<file path="config.mk">
export PLATFORM = sky130hd
export DESIGN_NAME = invader_formation
export DESIGN_NICKNAME = d
export VERILOG_FILES = /design/src/rtl/invader_formation.sv
export SDC_FILE = /design/constraint.sdc
export NUM_CORES = 1
export LEC_CHECK = 0
export CORE_AREA = 4 4 178 180
export CTS_BUF_LIST = sky130_fd_sc_hd__clkbuf_8
export DETAILED_ROUTE_END_ITERATION = 16
export DIE_AREA = 0 0 182 184
export HOLD_SLACK_MARGIN = 0.1
export PLACE_DENSITY = 0.77
export SYNTH_ARGS = -nofsm -noshare
export SYNTH_HDL_FRONTEND = slang
export SYNTH_SLANG_ARGS = --single-unit
</file>
<file path="constraint.sdc">
create_clock -name clk -period 16.17 [get_ports clk]
set_input_delay 1.617 -clock clk [delete_from_list [all_inputs] [get_ports clk]]
set_output_delay 1.617 -clock clk [all_outputs]
set_load 0.005 [all_outputs]
</file>
<file path="src/rtl/invader_formation.sv">
// invader_formation: ROWS x COLS alien grid kept as one shared origin plus an
// alive bitmap. Marches left/right, drops at the screen edges, resolves rocket
// hits with a one-cycle request/done handshake and answers render queries.
// Optional build macro FORMATION_SPEEDUP_EN: the step period tracks the live
// alien count, so the formation speeds up as it is thinned out.
module invader_formation #(
  parameter int ROWS       = 3,
  parameter int COLS       = 6,
  parameter int SPACING_X  = 40,
  parameter int SPACING_Y  = 32,
  parameter int ALIEN_W    = 16,
  parameter int START_X    = 80,
  parameter int START_Y    = 40,
  parameter int STEP_X     = 2,
  parameter int DROP_Y     = 16,
  parameter int SCREEN_W   = 640,
  parameter int LAND_Y     = 428,
  parameter int MIN_PERIOD = 20000,
  parameter int PER_ALIEN  = 8192,
  parameter int CNT_W      = 24
) (
  input  logic                 clk,
  input  logic                 reset,
  input  logic                 enable,
  input  logic                 restart,
  input  logic                 hit_valid,
  input  logic [9:0]           hit_x,
  input  logic [9:0]           hit_y,
  output logic                 hit_done,
  output logic                 hit_kill,
  output logic [5:0]           hit_index,
  output logic [3:0]           hit_points,
  input  logic [9:0]           pix_x,
  input  logic [9:0]           pix_y,
  output logic                 pix_alien,
  output logic [9:0]           pix_ox,
  output logic [9:0]           pix_oy,
  output logic [9:0]           origin_x,
  output logic [9:0]           origin_y,
  output logic [ROWS*COLS-1:0] alive,
  output logic [6:0]           alive_count,
  output logic                 step_pulse,
  output logic                 landed,
  output logic                 cleared
);

  localparam int N = ROWS * COLS;

  typedef enum logic {MARCH = 1'b0, HALT = 1'b1} state_e;

  state_e           state_q, state_d;
  logic [9:0]       origin_x_q, origin_x_d, origin_y_q, origin_y_d;
  logic             dir_right_q, dir_right_d;
  logic [N-1:0]     alive_q, alive_d;
  logic [6:0]       alive_count_q, alive_count_d;
  logic [CNT_W-1:0] cnt_q, cnt_d;
  logic             step_pulse_q, step_pulse_d;
  logic             landed_q, landed_d, cleared_q, cleared_d;
  logic             hit_done_q, hit_done_d, hit_kill_q, hit_kill_d;
  logic [5:0]       hit_index_q, hit_index_d;
  logic [3:0]       hit_points_q, hit_points_d;
  logic             pix_alien_q, pix_alien_d;
  logic [9:0]       pix_ox_q, pix_ox_d, pix_oy_q, pix_oy_d;

  logic             march;
  logic             hit_found, pix_found;
  logic [N-1:0]     kill_mask;
  logic [5:0]       hit_sel;
  logic [3:0]       hit_pts;
  logic [9:0]       pix_ax, pix_ay;
  logic [COLS-1:0]  col_live;
  logic [ROWS-1:0]  row_live;
  logic [10:0]      cmin_off, cmax_off, rmax_off;
  logic [10:0]      right_edge, left_edge, new_y;
  logic             drop, land, count_en, step_now;
  logic [CNT_W-1:0] period_m1;

  // True when (qx,qy) lies inside the sprite box of alien idx for the given origin.
  function automatic logic covers(input int idx, input logic [9:0] ox, input logic [9:0] oy,
                                  input logic [9:0] qx, input logic [9:0] qy);
    logic [10:0] ax, ay;
    ax = {1'b0, ox} + 11'((idx % COLS) * SPACING_X);
    ay = {1'b0, oy} + 11'((idx / COLS) * SPACING_Y);
    return ({1'b0, qx} >= ax) && ({1'b0, qx} < ax + 11'(ALIEN_W)) &&
           ({1'b0, qy} >= ay) && ({1'b0, qy} < ay + 11'(ALIEN_W));
  endfunction

`ifdef FORMATION_SPEEDUP_EN
  assign period_m1 = CNT_W'(MIN_PERIOD) + CNT_W'(PER_ALIEN) * CNT_W'(alive_count_q) - CNT_W'(1);
`else
  localparam int PERIOD_FIXED = MIN_PERIOD + PER_ALIEN * N;
  assign period_m1 = CNT_W'(PERIOD_FIXED - 1);
`endif

  // Lowest-index live alien under the rocket probe; descending scan so index 0 wins.
  always_comb begin
    hit_found = 1'b0;
    hit_sel   = '0;
    hit_pts   = '0;
    kill_mask = '0;
    for (int i = N - 1; i >= 0; i--) begin
      if (alive_q[i] && covers(i, origin_x_q, origin_y_q, hit_x, hit_y)) begin
        hit_found    = 1'b1;
        hit_sel      = 6'(i);
        hit_pts      = 4'(ROWS - i / COLS);
        kill_mask    = '0;
        kill_mask[i] = 1'b1;
      end
    end
  end

  // Lowest-index live alien under the render query pixel.
  always_comb begin
    pix_found = 1'b0;
    pix_ax    = '0;
    pix_ay    = '0;
    for (int i = N - 1; i >= 0; i--) begin
      if (alive_q[i] && covers(i, origin_x_q, origin_y_q, pix_x, pix_y)) begin
        pix_found = 1'b1;
        pix_ax    = 10'({1'b0, origin_x_q} + 11'((i % COLS) * SPACING_X));
        pix_ay    = 10'({1'b0, origin_y_q} + 11'((i / COLS) * SPACING_Y));
      end
    end
  end

  // Pixel offsets of the leftmost/rightmost live columns and the lowest live row.
  always_comb begin
    col_live = '0;
    row_live = '0;
    for (int i = 0; i < N; i++) begin
      if (alive_q[i]) begin
        col_live[i % COLS] = 1'b1;
        row_live[i / COLS] = 1'b1;
      end
    end
    cmin_off = '0;
    cmax_off = '0;
    rmax_off = '0;
    for (int c = COLS - 1; c >= 0; c--) if (col_live[c]) cmin_off = 11'(c * SPACING_X);
    for (int c = 0; c < COLS; c++)      if (col_live[c]) cmax_off = 11'(c * SPACING_X);
    for (int r = 0; r < ROWS; r++)      if (row_live[r]) rmax_off = 11'(r * SPACING_Y);
  end

  assign right_edge = {1'b0, origin_x_q} + cmax_off + 11'(ALIEN_W) + 11'(STEP_X);
  assign left_edge  = {1'b0, origin_x_q} + cmin_off;
  assign drop       = dir_right_q ? (right_edge > 11'(SCREEN_W)) : (left_edge < 11'(STEP_X));
  assign new_y      = {1'b0, origin_y_q} + 11'(DROP_Y);
  assign land       = (new_y + rmax_off + 11'(ALIEN_W)) >= 11'(LAND_Y);
  assign count_en   = enable && march;
  assign step_now   = count_en && (cnt_q >= period_m1);

  // Next formation state: restart first, then hit (pre-step origin), then march step.
  always_comb begin
    origin_x_d    = origin_x_q;
    origin_y_d    = origin_y_q;
    dir_right_d   = dir_right_q;
    alive_d       = alive_q;
    alive_count_d = alive_count_q;
    cnt_d         = cnt_q;
    landed_d      = landed_q;
    cleared_d     = cleared_q;
    step_pulse_d  = 1'b0;
    hit_done_d    = 1'b0;
    hit_kill_d    = 1'b0;
    hit_index_d   = '0;
    hit_points_d  = '0;
    pix_alien_d   = 1'b0;
    pix_ox_d      = '0;
    pix_oy_d      = '0;
    if (restart) begin
      origin_x_d    = 10'(START_X);
      origin_y_d    = 10'(START_Y);
      dir_right_d   = 1'b1;
      alive_d       = '1;
      alive_count_d = 7'(N);
      cnt_d         = '0;
      landed_d      = 1'b0;
      cleared_d     = 1'b0;
    end else begin
      pix_alien_d = pix_found;
      pix_ox_d    = pix_ax;
      pix_oy_d    = pix_ay;
      hit_done_d  = hit_valid;
      if (hit_valid && march && hit_found) begin
        hit_kill_d    = 1'b1;
        hit_index_d   = hit_sel;
        hit_points_d  = hit_pts;
        alive_d       = alive_q & ~kill_mask;
        alive_count_d = alive_count_q - 7'd1;
        if (alive_count_q == 7'd1) cleared_d = 1'b1;
      end
      if (count_en) begin
        if (step_now) begin
          cnt_d        = '0;
          step_pulse_d = 1'b1;
          if (drop) begin
            origin_y_d  = new_y[9:0];
            dir_right_d = !dir_right_q;
            if (land) landed_d = 1'b1;
          end else if (dir_right_q) begin
            origin_x_d = origin_x_q + 10'(STEP_X);
          end else begin
            origin_x_d = origin_x_q - 10'(STEP_X);
          end
        end else begin
          cnt_d = cnt_q + CNT_W'(1);
        end
      end
    end
  end

  // FSM next state: halt once the formation lands or is wiped out.
  always_comb begin
    state_d = state_q;
    if (restart) state_d = MARCH;
    else if (state_q == MARCH && (landed_d || cleared_d)) state_d = HALT;
  end

  // FSM outputs: marching enables steps and kills.
  always_comb begin
    march = (state_q == MARCH);
  end

  // FSM state register.
  always_ff @(posedge clk or posedge reset) begin
    if (reset) state_q <= MARCH;
    else       state_q <= state_d;
  end

  // Formation, handshake and render registers.
  always_ff @(posedge clk or posedge reset) begin
    if (reset) begin
      origin_x_q    <= 10'(START_X);
      origin_y_q    <= 10'(START_Y);
      dir_right_q   <= 1'b1;
      alive_q       <= '1;
      alive_count_q <= 7'(N);
      cnt_q         <= '0;
      step_pulse_q  <= 1'b0;
      landed_q      <= 1'b0;
      cleared_q     <= 1'b0;
      hit_done_q    <= 1'b0;
      hit_kill_q    <= 1'b0;
      hit_index_q   <= '0;
      hit_points_q  <= '0;
      pix_alien_q   <= 1'b0;
      pix_ox_q      <= '0;
      pix_oy_q      <= '0;
    end else begin
      origin_x_q    <= origin_x_d;
      origin_y_q    <= origin_y_d;
      dir_right_q   <= dir_right_d;
      alive_q       <= alive_d;
      alive_count_q <= alive_count_d;
      cnt_q         <= cnt_d;
      step_pulse_q  <= step_pulse_d;
      landed_q      <= landed_d;
      cleared_q     <= cleared_d;
      hit_done_q    <= hit_done_d;
      hit_kill_q    <= hit_kill_d;
      hit_index_q   <= hit_index_d;
      hit_points_q  <= hit_points_d;
      pix_alien_q   <= pix_alien_d;
      pix_ox_q      <= pix_ox_d;
      pix_oy_q      <= pix_oy_d;
    end
  end

  assign origin_x    = origin_x_q;
  assign origin_y    = origin_y_q;
  assign alive       = alive_q;
  assign alive_count = alive_count_q;
  assign step_pulse  = step_pulse_q;
  assign landed      = landed_q;
  assign cleared     = cleared_q;
  assign hit_done    = hit_done_q;
  assign hit_kill    = hit_kill_q;
  assign hit_index   = hit_index_q;
  assign hit_points  = hit_points_q;
  assign pix_alien   = pix_alien_q;
  assign pix_ox      = pix_ox_q;
  assign pix_oy      = pix_oy_q;

endmodule

</file>
## Word-level counts from Yosys, hierarchy flattened

Cells that the tools add are included.

| cells by class | value |
|---|---|
| equal/unequal tests | 2 |
| reduce and logical (&&, ||, !) cells | 134 |
| $add $sub $neg | 26 |
| multiplexer cells | 213 |
| magnitude comparators | 40 |
| bitwise logic cells | 3 |

Operator list:

| cell | count |
|---|---|
| 2-to-1 mux 10 bit | 47 |
| 2-to-1 mux 18 bit | 20 |
| less-than comparator 10 x 11 -> 1 bit | 18 |
| >= comparator 10 x 11 -> 1 bit | 14 |
| 2-to-1 mux 6 bit | 21 |
| logical AND 1 bit | 125 |
| 2-to-1 mux 11 bit | 10 |
| adder 11 x 5 -> 11 bit, second input constant | 9 |
| 2-to-1 mux 1 bit | 89 |
| 2-to-1 mux 4 bit | 19 |
| 2-to-1 mux 24 bit | 3 |
| >= comparator 10 bit | 4 |
| adder 10 x 7 -> 11 bit, second input constant | 3 |
| adder 24 x 1 -> 24 bit, second input constant | 1 |
| >= comparator 24 x 18 -> 1 bit, second input constant | 1 |
| adder 10 x 11 -> 11 bit | 2 |
| adder 10 x 5 -> 11 bit, second input constant | 2 |
| adder 10 x 6 -> 11 bit, second input constant | 2 |
| adder 10 x 8 -> 11 bit, second input constant | 2 |
| AND 18 bit | 1 |
| NOT 18 bit | 1 |
| 2-to-1 mux 7 bit | 2 |
| adder 11 bit | 1 |
| adder 11 x 2 -> 11 bit, second input constant | 1 |
| 15 further kinds | 20 |

| storage, ports and cells | value |
|---|---|
| flip-flop bits (word level) | 107 |
| input bits | 45 |

## Logic depth before layout (Yosys ltp)

Gate-level depths: netlist (run 1).

| depth | value |
|---|---|
| word-level depth | 32 |
| depth in mapped cells | 20 |
| depth with buffers taken out | 18 |

## Worst setup path after synthesis (run 1)

No wires, ideal clock.

| path | value |
|---|---|
| kind | register -> register |
| start | register origin_x_q[4], in the netlist origin_x[4] |
| end | register pix_ox_q[5], in the netlist pix_ox[5] |
| period minus slack after synthesis | 5.088 ns |
| data required time | 16.105 ns |
| cell stages (with the launch flop) | 20 |
| arrival time | 5.023 ns |
| setup time | 0.065 ns |
| slack | 11.082 ns |
| cell sequence | dfstp_2 -> clkbuf_1 -> inv_1 -> ha_1 -> inv_1 -> ha_1 -> nor4b_2 -> xnor2_1 -> ha_1 -> a2111oi_0 -> o21ai_0 -> a41oi_1 -> a311o_1 -> and4_1 -> buf_2 -> mux2_2 -> a211oi_1 -> a211oi_1 -> nor4b_1 -> a211o_1 |

| on the way | value |
|---|---|
| cells in the longest elaborated chain, start to end | 26 |
| elaborated cells between the ends (all ways) | 102 |

RTL lines:

| item | line | text |
|---|---|---|
| from (decl) | 52 | `logic [9:0] origin_x_q, origin_x_d, origin_y_q, origin_y_d;` |
| from (signal assigned) | 233 | `origin_x_q <= 10'(START_X);` |
| from (signal assigned) | 250 | `origin_x_q <= origin_x_d;` |
| adder 10 x 8 -> 11 bit | 120 | `pix_ax = 10'({1'b0, origin_x_q} + 11'((i % COLS) * SPACING_X));` |
| adder 11 x 5 -> 11 bit | 84 | `return ({1'b0, qx} >= ax) && ({1'b0, qx} < ax + 11'(ALIEN_W)) &&` |
| less-than comparator 10 x 11 -> 1 bit | 84 |  |
| logical AND 1 bit (2 in series) | 84 |  |
| logical AND 1 bit | 85 | `({1'b0, qy} >= ay) && ({1'b0, qy} < ay + 11'(ALIEN_W));` |
| logical AND 1 bit | 118 | `if (alive_q[i] && covers(i, origin_x_q, origin_y_q, pix_x, pix_y)) begin` |
| 2-to-1 mux 10 bit (17 in series) | 118 |  |
| 2-to-1 mux 10 bit * | 118 |  |
| 2-to-1 mux 10 bit * | 170 | `if (restart) begin` |
| via pix_ox_d[5] | 63 | `logic [9:0] pix_ox_q, pix_ox_d, pix_oy_q, pix_oy_d;` |
| to (signal assigned) | 264 | `pix_ox_q <= pix_ox_d;` |
| to (decl) | 63 |  |

The timed path passes the listed nets; every way through them passes the cells marked *.
A chain may end at the register's enable or synchronous reset.

## Worst setup path after layout (run 1)

| path | value |
|---|---|
| start | register origin_x_q[4], in the netlist origin_x[4] |
| end | register pix_oy_q[3], in the netlist pix_oy[3] |

| on the way | value |
|---|---|
| cells in the longest elaborated chain, start to end | 26 |
| elaborated cells between the ends (all ways) | 102 |

RTL lines:

| item | line | text |
|---|---|---|
| adder 10 x 8 -> 11 bit | n/a |  |
| adder 11 x 5 -> 11 bit | 84 |  |
| less-than comparator 10 x 11 -> 1 bit | 84 |  |
| logical AND 1 bit (2 in series) | 84 |  |
| logical AND 1 bit | 85 |  |
| logical AND 1 bit | 118 |  |
| 2-to-1 mux 10 bit (17 in series) | 118 |  |
| 2-to-1 mux 10 bit * | 118 |  |
| 2-to-1 mux 10 bit * | 170 |  |
| via pix_oy_d[3] | 63 |  |
| to (signal assigned) | 265 | `pix_oy_q <= pix_oy_d;` |
| to (decl) | 63 |  |

Marks and branches as above.

==> results.md, run 1 <==
* 1st-pass router iterations at 7
* Arrival time worst endpoint at 7.37 ns
* CP startpoint kind: flip-flop
* Post-synth EDFFs at 0
* Vias in the first global route at 13,530
* CTS H-tree lvls at 3
* Synth Register Bits at a little under 100
* Detail Route Antenna Nets at 0
* Status: finished clean
* Post-route minimum period at just over 7 ns
* Clk Latency, worst-skew pair at around 0.4 ns
* Seq/Total Area, Yosys at 17.89%
* Post-Synth XOR/XNOR Area at 5.545%
* Total die area at 0.03349 mm^2
* Primary FF master, synth: dfrtp_1
* Max_cap viols at 0
* Resize count post-CTS at 0
* # diodes at 0
* Reg2Reg Depth at 17
* LEAKAGE at 6.593 nW
* Initial antenna violation count at 0
* Unrepaired setup endpoints after global routing: no
* Core Rows at 64
* Via/cell ratio at 6.558
* Fmax at ~140 MHz
* CP endpoint kind: flip-flop
* FF-to-FF End: pix_oy[3]
* Port Buffers at 111
* Asr flop ratio synth at 100.0%
* Core footprint at 0.03019 mm^2
* Max FO, Critical Path at 23
* Initial Util at 45.52%
* Root Driver: clkbuf_8
* I/O pin total at 126
* First-pass GRT wire length at 75.95 mm
* Relative slew slack at 15.83%
* Gate Count Post-Synth at 1,659
* Hold bufs inserted after CTS at 0
* Count of cell types in the netlist at about 110
* Fill count at 2,840
* Dpl ws at 9.329 ns
* GRT Total Usage at between 20% and 30%
* Final Max Slew Viols at 0
* Worst-path clk slew at 0.12 ns
* Post CTS Setup Buffer Count at 0
* WL/cell at 22.68 um
* Num CTS Buffers at 9
* Worst hold-check path type: reg2reg
* Final period util at 43.62%
* Detailed-route wire length at roughly 48 mm
* Peak supply drop at 0.05042 mV
* Skew final at ~0.023 ns
* Post-synthesis simple-gate area fraction at 20.05%
* FF-to-FF setup slack at 9.12 ns
* CTS tree: built
* Syn_area_per_cell at approximately 8.3 um^2
* Die Ht at 184 um
* Post-Synth Adder-Cell Area at ~23%
* Critical path class: reg2reg
* Largest family of logic cells by synthesized area: compound AO/OA/AOI/OAI gates
* Drc violations at 0
* Hold depth at 1
* Layout cells sized above 1 at between 7 and 8%
* Syn Std Cell Area at 0.01374 mm^2
* Fraction of synthesized area in multiplexers at 0.1548%
* HPWL Detailed at 37.08 mm
* Synth warn at 0
* Synth Area in Compound Gates at 28.31%
* Clk buf depth at 2
* Setup WS post-layout at 9.117 ns
* Hold EP: cnt_q[11]
* Tightest Pin Transition at between 1 and 1.5 ns
* Clock sinks at 97
* RR Startpoint: origin_x[4]
* 1st-iter DRT viols at 1,487
* Largest net degree at the start of global routing at 78
* Area added between synthesis and finish at 11.65%
* Grt total ovfl at 0
* Setup TNS at 0 ns
* Die Width at ~180 um
* Final setup vio count at 0
* Layout Nets at 2,033
* GPL Wtd Cong at 1.031
* Hold path startpoint: cnt_q[11]
* Req. time, crit path at 16.49 ns
* Fin. Hold Viols at 0
* PwrDens at 43.76 mW/mm^2
* Detailed-route via count at 14,010
==> metal layers <==
layer	vias to the layer above	wire [um]	GRT usage, %
met4	0	2394	14.29
met2	743	21720	45.29
met3	168	4515	5.402
met5	-	0	0
met1	6655	19810	36.35
li1	6441	-	-
==> cell families after synthesis <==
family / Yosys count
xor+xnor: 81
simple gates: 533
other cells: 1
mux: 2
buf+inv: 149
compound gates: 542
fa+ha+maj: 254
flops: 97
==> layout make-up <==
cell class / instances / area, um^2 / area share, %
Multi-Input combinational cell: 1420 / 10650 / 69.41
Inverter: 82 / 310.3 / 2.023
Tap cell: 396 / 495.5 / 3.229
Sequential cell: 97 / 2459 / 16.03
Timing Repair Buffer: 125 / 1211 / 7.894
Clock inverter: 7 / 93.84 / 0.6116
Clock buffer: 9 / 123.9 / 0.8074
==> synthesized netlist by cell type (all sizes together) (21+ instances only) <==
library cell | number | area [um^2]
nand4 | 36 | 225.2
clkbuf | 37 | 138.9
a211oi | 27 | 225.2
ha | 251 | 3141
o21ai | 95 | 475.5
nand2 | 129 | 489.2
nor2 | 130 | 493.0
nand2b | 21 | 131.4
dfstp | 25 | 656.9
buf | 30 | 214.0
dfrtp | 72 | 1802
a31oi | 30 | 187.7
xnor2 | 62 | 588.1
o21a | 28 | 210.2
nor3 | 37 | 205.2
a21o | 48 | 360.4
inv | 81 | 304.0
nand3 | 42 | 210.2
and3 | 27 | 168.9
a21oi | 113 | 580.6
==> cells in the final DEF, fill, tap and decap left out, types with 24 or more instances in the layout <==
cell type and n:
nor3_1 33, a21oi_1 109, nand2_1 127, nand4_1 36
ha_1 251, nor2_1 128, and3_1 27, clkdlybuf4s50_1 110
dfstp_2 25, dfrtp_1 72, xnor2_1 56, a211oi_1 24
o21ai_0 95, inv_1 76, a31oi_1 30, o21a_1 28
a21o_1 48, nand3_1 42
==> worst max-delay path: stages, from the launching register on <==
cell,delay [ns]
dfstp_2,1.04
inv_1,0.54
ha_1,0.41
xnor2_1,0.54
inv_1,0.29
ha_1,0.30
nor4b_2,0.20
xnor2_1,0.26
ha_1,0.29
a2111oi_0,0.38
o21ai_0,0.15
a41oi_1,0.28
a311o_1,0.24
nand4_1,0.47
nand4_1,0.44
nor3_2,0.19
a31oi_1,0.72
and2_1,0.22
==> through the flow <==
step	instances	instance area [um^2]	util, %	power, mW	hold slack, ns
5_1_grt	2136	15340	50.82	0.7105	0.5323
6_report	2136	15340	50.82	0.6713	0.4926
4_1_cts	2136	15340	50.82	0.6723	0.4941
3_3_place_gp	2120	15120	50.10	0.4871	0.4699
2_1_floorplan	1666	13770	-	0.4071	0.4429
3_5_place_dp	2120	15120	50.10	0.4914	0.4759
==> worst max path at each step <==
| stage | startpoint | slack, ns | cells after the start | to |
|---|---|---|---|---|
| after CTS | origin_x[4] | 9.38 | 17 | pix_oy[8] |
| after detailed placement | pix_x[7] | 9.33 | 10 | pix_ox[2] |
| after global placement | pix_x[7] | 9.42 | 10 | pix_ox[2] |
| after global routing | origin_x[4] | 8.87 | 17 | pix_oy[3] |
| final | origin_x[4] | 9.12 | 17 | pix_oy[3] |
| after floorplan | origin_x[4] | 11.08 | 19 | pix_ox[5] |
==> flip-flops by register name, indices dropped and copies added, names as in the netlist, 2 cells and up <==
register / flops
alive: 18
origin_x: 9
pix_oy: 8
cnt_q: 24
hit_points: 2
hit_index: 5
alive_count: 7
pix_ox: 9
origin_y: 7
==> power breakdown <==
| part | switching (mW) | internal (mW) |
|---|---|---|
| logic | 0.143 | 0.0924 |
| clock network | 0.102 | 0.0759 |
| registers | 0.00587 | 0.252 |
(Power assumes the default switching activity.)
==> inputs of run 2 (changes only) <==
--- a/config.mk
+++ b/config.mk
@@ -10,7 +10,7 @@
 export DETAILED_ROUTE_END_ITERATION = 16
 export DIE_AREA = 0 0 182 184
 export HOLD_SLACK_MARGIN = 0.1
-export PLACE_DENSITY = 0.77
+export PLACE_DENSITY = 0.79
 export SYNTH_ARGS = -nofsm -noshare
 export SYNTH_HDL_FRONTEND = slang
 export SYNTH_SLANG_ARGS = --single-unit
==> constraint.sdc (replaced) <==
create_clock -name clk -period 6.2 [get_ports clk]
set_input_delay 0.62 -clock clk [delete_from_list [all_inputs] [get_ports clk]]
set_output_delay 0.62 -clock clk [all_outputs]
set_load 0.005 [all_outputs]
==> results.md, run 2 (synthesis results as in run 1) <==
* Fmax at 177.8 MHz (+25%)
* LEAKAGE at 6.910 nW (+4.8%)
* Layout Nets at 2,100 (+3.3%)
* Layout cells sized above 1 at 10.90% (+3.4 points)
* Beginning of the critical path: origin_x[5]
* Initial Util at 45.52% (unchanged)
* Worst-path clk slew at 0.12 ns (about the same)
* Status: finished clean
* Post CTS Setup Buffer Count at 0 (unchanged)
* HPWL Detailed at 38.67 mm (+4.3%)
* Max FO, Critical Path at 15 (-35%)
* Relative slew slack at 31.25% (+15 points)
* Vias in the first global route at 14,050 (+3.9%)
* Top reg by flops: cnt_q
* Hold bufs inserted after CTS at 0 (unchanged)
* Clock sinks at 97 (unchanged)
* Slowest stage delay, CP at 0.60 ns (-0.44 ns)
* Die Ht at 184 um (unchanged)
* Reg2Reg Depth at 20 (+3)
* WL/cell at 22.78 um (+0.45%)
* Slowest cell on the critical path: dfrtp_1
* Detail Route Antenna Nets at 0 (unchanged)
* Dpl ws at 0.7473 ns (-8.582 ns)
* Worst hold-check path type: reg2reg
* Req. time, crit path at 6.51 ns (-9.98 ns)
* Hold depth at 1 (unchanged)
* Max_cap viols at 0 (unchanged)
* Final setup vio count at 0 (unchanged)
* Setup WS post-layout at 0.5766 ns (-8.540 ns)
* Register area at 0.002459 mm^2 (unchanged)
* Detailed-route via count at 14,340 (+2.4%)
* FF-to-FF setup slack at 0.58 ns (-8.54 ns)
* FF-to-FF End: state_q
* First-pass GRT wire length at 77.80 mm (+2.4%)
* Setup TNS at 0 ns (unchanged)
* Largest net degree at the start of global routing at 69 (-12%)
* Tightest Pin Transition at 1.018 ns (-0.2284 ns)
* Worst-path cell chain: inv_1 > ha_1 > a21oi_2 > xnor2_1 > buf_4 > inv_1 > nor2_1 > xnor2_1 > ha_1 > and3_1 > and3_1 > a21boi_0 > a211oi_1 > buf_4 > o31ai_1 > nor3_1 > a21oi_1 > o31a_2 > a31oi_1 > a31oi_1
* Core Rows at 64 (unchanged)
* Via/cell ratio at 6.509 (-0.74%)
* 1st-iter DRT viols at 1,600 (+7.6%)
* Resize count post-CTS at 0 (unchanged)
* CTS H-tree lvls at 3 (unchanged)
* Max FFs per register at 24 (unchanged)
* Critical path class: reg2reg
* Hold path startpoint: cnt_q[23]
* GRT Total Usage at 28.91% (+0.70 points)
* Final Max Slew Viols at 0 (unchanged)
* Post-route minimum period at 5.623 ns (-1.430 ns)
* Arrival time worst endpoint at 5.93 ns (-1.44 ns)
* Area added between synthesis and finish at 15.21%
* Fill count at 2,814 (-0.92%)
* Final period util at 90.70% (+47 points)
* Clk Latency, worst-skew pair at 0.40 ns (about the same)
* Fin. Hold Viols at 0 (unchanged)
* Commonest cells after routing, fill and taps aside: 251 x ha_1, 128 x nor2_1, 127 x nand2_1
* PwrDens at 111.1 mW/mm^2 (+150%)
* 1st-pass router iterations at 7 (unchanged)
* Hold EP: cnt_q[23]
* Root Driver: clkbuf_8
* Core footprint at 0.03019 mm^2 (unchanged)
* Num CTS Buffers at 9 (unchanged)
* Drc violations at 0 (unchanged)
* Port Buffers at 111 (unchanged)
* Grt total ovfl at 0 (unchanged)
* # diodes at 0 (unchanged)
* Clk buf depth at 2 (unchanged)
* CP startpoint kind: flip-flop
* Peak supply drop at 0.1179 mV (+130%)
* Unrepaired setup endpoints after global routing: no
* Total die area at 0.03349 mm^2 (unchanged)
* CP endpoint kind: flip-flop
* GPL Wtd Cong at 1.072 (+4.0%)
* Detailed-route wire length at 50.18 mm (+3.6%)
* RR Startpoint: origin_x[5]
* CTS tree: built
* Multi-input logic area at 0.01065 mm^2 (unchanged)
* I/O pin total at 126 (unchanged)
* Initial antenna violation count at 1 (+1)
* Skew final at 0.01742 ns (-0.005171 ns)
* Die Width at 182 um (unchanged)
* Commonest non-fill, non-tap cell in the layout: ha_1
## run 2: changes by cell type in the layout (fill, tap and decap cells not counted)
cell	delta
clkinvlp_4	-1
inv_6	-1
bufinv_16	-1
clkinv_4	+2
buf_4	+67
clkinv_8	+1
## run 2: final cells by class
cell class,count,share of cell area (%)
Clock buffer,9,0.7824
Sequential cell,97,15.53
Tap cell,396,3.129
Clock inverter,7,0.5137
Multi-Input combinational cell,1420,67.26
Timing Repair Buffer,192,10.83
Inverter,82,1.960
## run 2: where the power goes
group | total, mW | internal [mW] | switching (mW)
clock | 0.434 | 0.160 | 0.274
sequential | 0.675 | 0.657 | 0.0182
combinational | 0.650 | 0.267 | 0.384
## run 2: worst max path at each step
stage,end,slack [ns],cells past startpoint
final,state_q,0.58,20
after global routing,alive_count[5],0.26,19
after CTS,state_q,0.69,20
after detailed placement,state_q,0.75,20
after global placement,alive_count[5],0.88,19
after floorplan,pix_ox[5],1.11,19
## run 2: through the flow
| stage | instance area (um^2) | util [%] | cells | power, mW | hold slack [ns] |
|---|---|---|---|---|---|
| after CTS | 15830 | 52.45 | 2203 | 1.757 | 0.5024 |
| after detailed placement | 15630 | 51.77 | 2187 | 1.319 | 0.4722 |
| after global routing | 15830 | 52.45 | 2203 | 1.850 | 0.5259 |
| after global placement | 15630 | 51.77 | 2187 | 1.306 | 0.4710 |
| final | 15830 | 52.45 | 2203 | 1.760 | 0.5040 |
| after floorplan | 13770 | - | 1666 | 1.062 | 0.4429 |
## run 2: layer usage
metal | global-route usage [%] | part of all wire, %
met1 | 36.56 | 40
met2 | 47.44 | 45
met3 | 5.362 | 9.1
met4 | 14.50 | 6.0
met5 | 0 | 0.026
## run 2: worst max-delay path, delay by kind of cell (launching register included)
kind / cells / cell delay, ns
and+or+nand+nor: 4 / 0.62
DFF: 1 / 0.60
AOI/OAI and AO/OA: 8 / 2.24
xor gates and xnor gates: 2 / 0.37
buffers and inverters: 4 / 0.99
adders and majority gates: 2 / 0.68
==> RTL edit 1: new RTL, config.mk and constraints of run 1 <==
The output `hit_points` loses its register stage (`hit_points_q` becomes a continuous assignment).
--- a/src/rtl/invader_formation.sv
+++ b/src/rtl/invader_formation.sv
@@ -243,5 +243,4 @@
       hit_kill_q    <= 1'b0;
       hit_index_q   <= '0;
-      hit_points_q  <= '0;
       pix_alien_q   <= 1'b0;
       pix_ox_q      <= '0;
@@ -260,5 +259,4 @@
       hit_kill_q    <= hit_kill_d;
       hit_index_q   <= hit_index_d;
-      hit_points_q  <= hit_points_d;
       pix_alien_q   <= pix_alien_d;
       pix_ox_q      <= pix_ox_d;
@@ -266,4 +264,6 @@
     end
   end
+
+  assign hit_points_q = hit_points_d;
 
   assign origin_x    = origin_x_q;
Check against the original RTL: not settled (the Yosys comparison gave no result); the edit may change what the design does.
==> RTL edit 1 against run 1 <==
Wire length increased by 2.9%. Area after synthesis decreased by 1.7%. Utilization is 0.52 points lower. Sequential cell count shrank 2. Worst setup slack lost 1700 ps. Count of clock-buffer cells in the layout unchanged. Sequential share of layout area down 0.16 points. Clock skew shrank 2.6 ps. Largest power group unchanged. Critical endpoint is now hit_points[0]. Cell area shrank 1.0%. Largest cell class unchanged. Total power is 6.1% lower.
==> RTL edit 1: results (changes against run 1) <==
.. list-table::
   :header-rows: 1

   * - Metric
     - Value
   * - Placed inst area
     - 0.0150 sq mm (was 0.0151 sq mm)
   * - Cell depth of the worst min-delay path
     - 2 (was 1)
   * - Post-placement worst setup slack
     - 8030 ps (was 9330 ps)
   * - Status
     - finished clean (unchanged)
   * - Register-to-Register Path Depth
     - 16 (was 17)
   * - Most frequent cells after synthesis
     - ha_1 (251), nor2_1 (138), nand2_1 (117) (was ha_1 (251), nor2_1 (128), nand2_1 (127))
   * - Final Wtd Congestion
     - 1.00 (was 1.03)
   * - Stage delay of the slowest cell on the critical path
     - 1000 ps (was 1040 ps)
   * - Share of the yosys chip area belonging to registers
     - 17.8% (was 17.9%)
   * - Final net count
     - 2,035 (was 2,033)
   * - Vias in the first global route
     - 13,461 (was 13,525)
   * - First drt pass iteration count
     - 5 (was 7)
   * - Reg2Reg Capture Point
     - pix_oy[8] (was pix_oy[3])
   * - Measured slew at the worst slew-check pin
     - 1340 ps (was 1250 ps)
   * - Fraction of met1 tracks used by global routing
     - 38.0% (was 36.4%)
   * - Reg-to-reg setup timing slack
     - 8930 ps (was 9120 ps)
   * - Wire length of the first global-routing pass
     - 76.5 mm (was 75.9 mm)
   * - End point of the worst hold path
     - cnt_q[23] (was cnt_q[11])
   * - Clock skew after layout
     - 20.0 ps (was 22.6 ps)
   * - Number of distinct library cells after synthesis
     - 107 (was 106)
   * - Post-DP HPWL
     - 38.2 mm (was 37.1 mm)
   * - Largest fanout on the critical path
     - 26 (was 23)
   * - Fraction of met2 tracks used by global routing
     - 45.3% (about the same)
   * - Count of port buffers added during placement
     - 110 (was 111)
   * - First-iteration detailed-routing DRC count
     - 1,136 (was 1,487)
   * - Pin count of the biggest net entering global routing
     - 58 (was 78)
   * - Total leakage power
     - 6.54 nW (was 6.59 nW)
   * - Critical path destination
     - hit_points[0] (was pix_oy[3])
   * - Detailed Route WL
     - 49.8 mm (was 48.4 mm)
   * - GR Util All Layers
     - 28.6% (was 28.2%)
   * - Share of post-route cells with drive strength above 1
     - 7.63% (was 7.47%)
   * - Met3 layer usage reported by global route
     - 5.76% (was 5.40%)
   * - Worst min-delay path startpoint
     - cnt_q[23] (was cnt_q[11])
   * - Final number of max-transition violations
     - 0 (unchanged)
## RTL edit 1: cell types whose count changed after synthesis, sizes merged, moves of 9 or more
cell    change
o211ai     +13
nand4      -18
o21ai      +15
nor3        +9
nand2      -12
a21o       -20
nand3      +13
## RTL edit 1: metal layers
| layer | vias up | share of wire, % |
|---|---|---|
| li1 | 6425 | - |
| met1 | 6696 | 42 |
| met2 | 707 | 44 |
| met3 | 175 | 9.1 |
| met4 | 4 | 4.9 |
| met5 | - | 0.040 |
## RTL edit 1: layout make-up
cell class	instances	area [sq um]	share of cell area, %
multi-input cells	1416	10500	69.3
flip-flops and latches	95	2410	15.9
repair buffers	131	1250	8.26
well taps	396	495	3.26
inverters	84	318	2.09
clock buffers	9	124	0.816
clock inverters	7	56.3	0.371
## RTL edit 1: power groups by stage
stage | sequential (mW) | combinational (mW) | clock (mW)
5_1_grt | 0.254 | 0.246 | 0.163
2_1_floorplan | 0.256 | 0.136 | 0
6_report | 0.253 | 0.227 | 0.151
3_5_place_dp | 0.257 | 0.221 | 0
4_1_cts | 0.253 | 0.222 | 0.154
3_3_place_gp | 0.257 | 0.216 | 0
## RTL edit 1: kinds of logic after synthesis
kind of cell	synth area share, %
XOR/XNOR	5.54
AND/OR/NAND/NOR	20.0
multiplexers	0.398
adder cells (fa/ha/maj)	23.6
other	0.0278
flip-flops	17.8
buffers and inverters	4.46
AO/OA/AOI/OAI	28.2
## RTL edit 1: metrics by stage
stage / power (mW) / hold WS, ps / util, % / std cells
after floorplan: 0.392 / 467 / - / 1653
after global placement: 0.473 / 493 / 49.7 / 2122
after detailed placement: 0.478 / 497 / 49.7 / 2122
after CTS: 0.628 / 521 / 50.3 / 2138
after global routing: 0.663 / 557 / 50.3 / 2138
final: 0.631 / 514 / 50.3 / 2138
==> RTL edit 2: new RTL, config.mk and constraints of run 1 <==
Made on the original files. Build with the macro `FORMATION_SPEEDUP_EN` defined.
--- a/src/rtl/invader_formation.sv
+++ b/src/rtl/invader_formation.sv
@@ -4,4 +4,6 @@
 // Optional build macro FORMATION_SPEEDUP_EN: the step period tracks the live
 // alien count, so the formation speeds up as it is thinned out.
+`define FORMATION_SPEEDUP_EN
+
 module invader_formation #(
   parameter int ROWS       = 3,
Function: not settled (the Yosys comparison gave no result); the edit may change what the design does.
==> RTL edit 2 against run 1 <==
Clock skew rose by 7.0 ps. Worst setup slack improved by 77 ps. Total power is 1.6% higher. Combinational power up 2%. Hold slack better by 28 ps. Clock power is 2% higher. Via count is 3.4% higher. Critical path depth fell by 3. Wire length up 9.8%. Synthesized cell count increased by 3.3%. Area after synthesis up 3.9%. Sequential cell count unchanged. Cell area is 3.1% higher. Critical path type unchanged. Largest power group unchanged.
==> RTL edit 2: results (changes against run 1) <==
.. list-table::
   :header-rows: 1

   * - Metric
     - Value
   * - Share of post-route cells with drive strength above 1
     - 8.17% (was 7.47%)
   * - Type of the most critical hold path
     - register to register (unchanged)
   * - Clock skew after layout
     - 29.6 ps (was 22.6 ps)
   * - Startpoint of the most critical register-to-register path
     - origin_x[4] (unchanged)
   * - Total leakage power
     - 6.79 nW (was 6.59 nW)
   * - Number of distinct library cells after synthesis
     - 115 (was 106)
   * - Reg-to-reg setup timing slack
     - 9190 ps (was 9120 ps)
   * - Clock Root Buffer
     - clkbuf_8 (unchanged)
   * - GR Util All Layers
     - 30.6% (was 28.2%)
   * - Register-to-Register Path Depth
     - 14 (was 17)
   * - Largest fanout on the critical path
     - 25 (was 23)
   * - Post-placement worst setup slack
     - 9350 ps (was 9330 ps)
   * - Most frequent cells after synthesis
     - ha_1 (262), nand2_1 (149), nor2_1 (136) (was ha_1 (251), nor2_1 (128), nand2_1 (127))
   * - Final net count
     - 2,091 (was 2,033)
   * - First drt pass iteration count
     - 8 (was 7)
   * - Clock-pin slew reported for the worst setup and hold paths after clock tree synthesis
     - 140 ps (was 120 ps)
   * - Post-DP HPWL
     - 39.9 mm (was 37.1 mm)
   * - First-iteration detailed-routing DRC count
     - 1,469 (was 1,487)
   * - Clock latency on the worst-skew pair
     - 410 ps (was 390 ps)
   * - Resized cells post-CTS
     - 0 (unchanged)
   * - Clock Tree Buf Depth
     - 2 (unchanged)
   * - Status
     - finished clean (unchanged)
   * - Measured slew at the worst slew-check pin
     - 1180 ps (was 1250 ps)
   * - Reg2Reg Capture Point
     - pix_ox[2] (was pix_oy[3])
   * - Pin count of the biggest net entering global routing
     - 60 (was 78)
   * - Share of the yosys chip area belonging to registers
     - 17.2% (was 17.9%)
   * - Wire per inst
     - 24.4 microns (was 22.7 microns)
   * - Final Wtd Congestion
     - 1.02 (was 1.03)
   * - End point of the worst hold path
     - cnt_q[23] (was cnt_q[11])
   * - Wire length of the first global-routing pass
     - 81.0 mm (was 75.9 mm)
   * - Vias in the first global route
     - 14,062 (was 13,525)
## RTL edit 2: cell families (layout without fill, tap and decap cells)
family | Yosys count | after routing | share of synthesized area, %
other | 1 | 8 | 0.0263
flip-flops | 97 | 97 | 17.2
XOR/XNOR | 91 | 91 | 6.48
buffers and inverters | 153 | 219 | 5.01
adder cells (fa/ha/maj) | 265 | 265 | 23.3
AO/OA/AOI/OAI | 512 | 512 | 25.9
AND/OR/NAND/NOR | 581 | 581 | 21.0
multiplexers | 14 | 14 | 1.03
## RTL edit 2: through the flow
step | cells | instance area, sq um | total power, mW | utilization (%) | hold slack, ps
after floorplan | 1721 | 14300 | 0.409 | - | 446
after global placement | 2167 | 15600 | 0.492 | 51.7 | 482
after detailed placement | 2167 | 15600 | 0.498 | 51.7 | 485
after CTS | 2183 | 15800 | 0.678 | 52.4 | 521
after global routing | 2183 | 15800 | 0.715 | 52.4 | 567
final | 2183 | 15800 | 0.682 | 52.4 | 521
## RTL edit 2: worst max-delay path by stage
stage / from / endpoint / cells after the start / slack (ps)
after floorplan: origin_x[4] / alive[16] / 20 / 11530
after detailed placement: pix_x[6] / pix_ox[2] / 11 / 9350
after CTS: origin_x[4] / pix_ox[2] / 14 / 9500
after global placement: pix_x[7] / pix_oy[4] / 11 / 9450
after global routing: origin_x[4] / pix_ox[1] / 14 / 8990
final: origin_x[4] / pix_ox[2] / 14 / 9190
## RTL edit 2: critical path: stages, from the launching register on
cell and delay (ps):
dfstp_2 1030, ha_1 610, o21ai_0 180, xnor2_1 850
o21ai_0 200, nand2_1 160, ha_1 270, a211oi_1 220
o211ai_1 150, a311oi_2 740, nor4bb_2 1060, a311oi_1 180
nor4b_4 240, a31oi_1 780, and2_1 230
## RTL edit 2: power by group
| part | internal (mW) | switching, mW | total [mW] |
|---|---|---|---|
| Clock | 0.0639 | 0.118 | 0.182 |
| Sequential | 0.253 | 0.00824 | 0.261 |
| Combinational | 0.0946 | 0.145 | 0.239 |
## RTL edit 2: final cells by class
class | instances | area, sq um
clock buffers | 9 | 124
clock inverters | 7 | 91.3
fillers | 2829 | 14400
inverters | 76 | 293
multi-input cells | 1471 | 11100
flip-flops and latches | 97 | 2460
well taps | 396 | 495
repair buffers | 127 | 1230
## RTL edit 2: layer usage
layer | GRT usage [%] | vias to the layer above | wire, microns | part of all wire (%)
met1 | 39.6 | 6943 | 21500 | 40
met2 | 49.4 | 778 | 23800 | 45
met5 | 0 | - | 0 | 0
met3 | 5.60 | 170 | 4930 | 9.3
li1 | - | 6586 | - | -
met4 | 14.9 | 0 | 2940 | 5.5
